===== config.mk =====
export PLATFORM = sky130hd
export DESIGN_NAME = pipo_share_arbiter
export DESIGN_NICKNAME = d
export VERILOG_FILES = /design/src/rtl/pipo_share_arbiter.sv
export SDC_FILE = /design/constraint.sdc
export NUM_CORES = 1
export LEC_CHECK = 0
export ABC_CLOCK_PERIOD_IN_PS = 2800
export CORE_ASPECT_RATIO = 0.8
export CORE_MARGIN = 4
export CORE_UTILIZATION = 36
export DETAILED_ROUTE_END_ITERATION = 8
export GPL_TIMING_DRIVEN = 0
export PLACE_DENSITY = 0.72
export SETUP_SLACK_MARGIN = 0.1
export SYNTH_ARGS = -nofsm -noshare
export SYNTH_HDL_FRONTEND = slang
export SYNTH_SLANG_ARGS = --single-unit

===== constraint.sdc =====
create_clock -name clk -period 2.8 [get_ports clk]
set_input_delay 0.28 -clock clk [delete_from_list [all_inputs] [get_ports clk]]
set_output_delay 0.28 -clock clk [all_outputs]
set_load 0.01 [all_outputs]

===== src/rtl/pipo_share_arbiter.sv =====
// Round-robin shared PIPO register: grants one requester, loads its slice,
// pulses ack. Ports: clk, rst(async low), req, din, clr, gnt, ack, q, owner, valid, busy.
module pipo_share_arbiter #(
  parameter int NREQ  = 4,
  parameter int WIDTH = 4
) (
  input  logic                  clk,
  input  logic                  rst,
  input  logic [NREQ-1:0]       req,
  input  logic [NREQ*WIDTH-1:0] din,
  input  logic                  clr,
  output logic [NREQ-1:0]       gnt,
  output logic [NREQ-1:0]       ack,
  output logic [WIDTH-1:0]      q,
  output logic [2:0]            owner,
  output logic                  valid,
  output logic                  busy
);

  typedef enum logic [1:0] {
    IDLE  = 2'd0,
    GRANT = 2'd1,
    DONE  = 2'd2
  } state_t;

  localparam logic [NREQ-1:0] ONE = NREQ'(1);
  localparam logic [3:0] NR = 4'(NREQ);

  state_t           state;
  logic [2:0]       ptr;
  logic [2:0]       sel;
  logic [2:0]       pick;
  logic             hit;
  logic [3:0]       idx;
  logic [WIDTH-1:0] slice;
  logic [2:0]       nxt;

  // first set request scanning upward from ptr, wrapping
  always_comb begin
    pick = '0;
    hit  = 1'b0;
    idx  = '0;
    for (int k = 0; k < NREQ; k++) begin
      idx = {1'b0, ptr} + 4'(k);
      if (idx >= NR) idx = idx - NR;
      if (!hit && |(req & (ONE << idx))) begin
        hit  = 1'b1;
        pick = idx[2:0];
      end
    end
  end

  always_comb begin
    slice = '0;
    for (int i = 0; i < NREQ; i++) begin
      if (sel == 3'(i)) slice = din[i*WIDTH +: WIDTH];
    end
  end

  assign nxt = (sel == 3'(NREQ-1)) ? 3'd0 : sel + 3'd1;

  always_ff @(posedge clk or negedge rst) begin
    if (!rst) begin
      state <= IDLE;
      ptr   <= '0;
      sel   <= '0;
      gnt   <= '0;
      ack   <= '0;
      q     <= '0;
      owner <= '0;
      valid <= 1'b0;
      busy  <= 1'b0;
    end else begin
      unique case (state)
        IDLE: begin
          if (clr) begin
            q     <= '0;
            valid <= 1'b0;
          end else if (hit) begin
            sel   <= pick;
            gnt   <= ONE << pick;
            busy  <= 1'b1;
            state <= GRANT;
          end
        end
        GRANT: begin
          q     <= slice;
          owner <= sel;
          valid <= 1'b1;
          gnt   <= '0;
          ack   <= ONE << sel;
          ptr   <= nxt;
          state <= DONE;
        end
        DONE: begin
          ack   <= '0;
          busy  <= 1'b0;
          state <= IDLE;
        end
        default: begin
          gnt   <= '0;
          ack   <= '0;
          busy  <= 1'b0;
          state <= IDLE;
        end
      endcase
    end
  end

endmodule

==> summary.txt <==
Outcome
  • Status: complete, no violations

Clock network
  • CTS tree: yes
  • Clk root buf: clkbuf_8
  • Worst-Skew Late Latency: 0.27 ns
  • Maximum buffer depth of the clock tree: 2
  • CTS Hold Bufs: 0
  • CTS Sinks: 25
  • H-tree Lvls: 1
  • Clock transition at path regs: roughly 0.080 ns
  • Num CTS Buffers: 3

Drt
  • First DRT Iteration DRCs: between 70 and 80
  • Remaining DRCs: 0
  • Vias per cell: about 5.1
  • Drt first pass iters: 4
  • Final WL: 3.41 mm
  • Via count: between 1000 and 1500
  • Wire length per cell: around 13 um
  • Routed Antenna Nets: 0

Floorplan
  • Die ar.: around 5200 um2
  • Width of the chip: 79.9 um
  • Core area: just under 4000 um2
  • # rows: 20
  • Die Ht: about 66 um
  • Number of top-level pins: 40
  • Initial Util: approximately two fifths

STA
  • Post-route setup slack: approximately 0.31 ns
  • Tmin final: 2.49 ns
  • Post-route setup TNS: 0 ns
  • Worst slew pin tran: between 1 and 1.5 ns
  • Fin. max-slew vios: 0
  • Fmax: 402 MHz
  • Final Hold Fails: 0
  • RSZ-0062 raised after global routing: false
  • Setup violations, final: 0
  • Crit share post-route: 88.9%
  • Slew HR: between 20% and 30%
  • Clock Skew: approximately 0.005 ns

Placed design
  • GPL Wtd Cong: 0.851
  • Final HPWL DP: about 2.7 mm
  • Placed Cells: 252
  • Port Buffers: 39
  • Setup WS pre-CTS: slightly below 0.3 ns

Worst setup path
  • CP max-delay cell: dfrtp_1
  • CP Depth: 9
  • CP peak stage delay: approximately 0.5 ns
  • Critical Path Fanout Max: 8
  • CP required: 2.96 ns
  • Delay-heaviest family, CP: compound AO/OA/AOI/OAI gates
  • Cell mode on critical path: a22o_1
  • Crit. End Element: flop
  • Crit Path Class: reg2reg
  • Worst Path Buf+Inv: 2
  • Worst setup SP type: flop
  • CP Cell Sequence: inv_1 > ha_1 > a222oi_1 > buf_4 > o21a_2 > o21ai_1 > a22o_1 > nor2b_1 > a22o_1
  • R2R depth: 9
  • Worst EP arrival: between 2 and 3 ns

Synth
  • Post-Synth XOR/XNOR Area: 0%
  • Sequential fraction of the synthesis area: about two fifths
  • Post-Synth Simple-Gate Area: roughly 17%
  • Cells after synthesis: 158
  • YS warnings: 0
  • Synth area leader: dfrtp_1
  • Post-synthesis mux area share: roughly 2.1%
  • Synth Area in Adders: 8.40%
  • Syn Area/Cell: between 9 and 10 um2
  • Synthesized area: between 1000 and 1500 um2
  • Synth top area share: about two fifths
  • Largest family of logic cells by synthesized area: compound AO/OA/AOI/OAI gates
  • Main area contributors after synthesis: dfrtp_1 (42%), ha_1 (8.4%), a22o_1 (5.9%)
  • Synth unique cells: 36
  • Mapped Nets: between 150 and 200
  • Complex-gate fraction of the synthesized area: between 20% and 30%
  • Synth Register Bits: 25

Finish
  • N_diodes: 0
  • Layout cells sized above 1: roughly 7.9%
  • Core Util, Final: about half
  • Nets: 236
  • Synth-to-layout area growth: 34.4%
  • Most frequent cells in the layout: clkdlybuf4s50_1 (39), dfrtp_1 (25), nand2_1 (17), nor2_1 (14), o21ai_0 (11)
  • Commonest non-fill, non-tap cell in the layout: clkdlybuf4s50_1
  • Finished Layout Cells: 257

Pwr
  • P_leak: ~0.00085 uW
  • Power Dens Cells: 1070 nW/um2
  • Peak supply drop: approximately 0.51 mV

GRT
  • Global route overflow: 0
  • Initial antenna violation count: 0
  • Global-route wire length before repair: slightly below 6 mm
  • Total Routing Usage GR: ~14%
  • Vias in the first global route: 1265
  • Largest net degree at the start of global routing: 26

Worst hold path
  • Worst hold path depth: 2
  • Hold Crit Class: reg2reg

Flow run
  • Max Cap Viol: 0
-- state kept, by name (all words and copies together), names as in the netlist --
register,cells
ack,4
gnt,4
q,4
owner,3
ptr,3
sel,3
state,2
busy,1
valid,1
-- routing by layer --
metal  track usage (%)  routed length (um)  up-vias
li1                  -                   -      663
met1              21.3                1780      616
met2              19.5                1480       25
met3              3.84                 136        2
met4              2.53                  19        0
met5                 0                   0        -
-- repair_timing --
action	4_1_cts	5_1_grt
endpoints found under the hold margin	0	0
gates resized for setup	0	2
setup endpoints to repair	0	5
buffers inserted	0	1
-- synth_stat cells --
master,number
dfrtp_1,25
nand2_1,17
nor2_1,14
o21ai_0,11
a22o_1,10
ha_1,10
a21oi_1,9
a22oi_1,7
inv_1,7
clkbuf_1,6
nand2b_1,5
nand3_1,5
o21ai_1,4
nor2b_1,3
and2_1,2
mux2i_1,2
o31ai_1,2
a2111oi_0,1
a21bo_2,1
a21boi_2,1
a21o_2,1
a222oi_1,1
a22o_2,1
a311oi_2,1
a41oi_2,1
and4_1,1
mux2_2,1
nand4_1,1
nand4bb_1,1
nor4_1,1
o211ai_1,1
o21a_2,1
o31ai_2,1
o32ai_2,1
or2_2,1
or3_1,1
-- tightest hold or removal path, cell delays in order (launching register included) --
cell	delay, ns
dfrtp_1	0.35
nand2_1	0.04
o21ai_0	0.06
-- per-stage QoR --
stage | hold slack (ns) | area [um2] | total power, uW
after CTS | 0.492 | 1990 | 2150
after global placement | 0.465 | 1950 | 1920
after floorplan | -0.0156 | 1490 | 1470
after detailed placement | 0.473 | 1950 | 1930
after global routing | 0.527 | 2000 | 2350
final | 0.482 | 2000 | 2150
-- cell type report --
type / instances / area (um2)
fill: 374 / 1900
clock buffer: 4 / 45.0
multi-input combinational: 120 / 816
inverter: 7 / 26.3
buffer: 6 / 23.8
sequential: 25 / 626
tap: 55 / 68.8
timing repair buffer: 40 / 398
-- final timing paths --
check / start / to / slack, ns
max: ptr[1] / gnt[3] / 0.31
min: owner[0] / owner[0] / 0.48
max reg2reg: ptr[1] / gnt[3] / 0.31
min reg2reg: owner[0] / owner[0] / 0.48
max in group asynchronous: rst / ptr[2] / 1.57
min in group asynchronous: rst / ack[3] / 0.58
-- where the power goes --
group | switching [uW] | internal (uW)
Sequential | 116 | 519
Clock | 109 | 102
Combinational | 691 | 616
Total | 916 | 1240
-- cells by family (layout without fill, tap and decap cells) --
group,Yosys count,after routing
multiplexers,3,3
AND/OR/NAND/NOR,52,52
adder cells (fa/ha/maj),10,10
buffers and inverters,13,57
AO/OA/AOI/OAI,55,55
flip-flops,25,25
No activity file was read; power rests on OpenSTA's default activity.
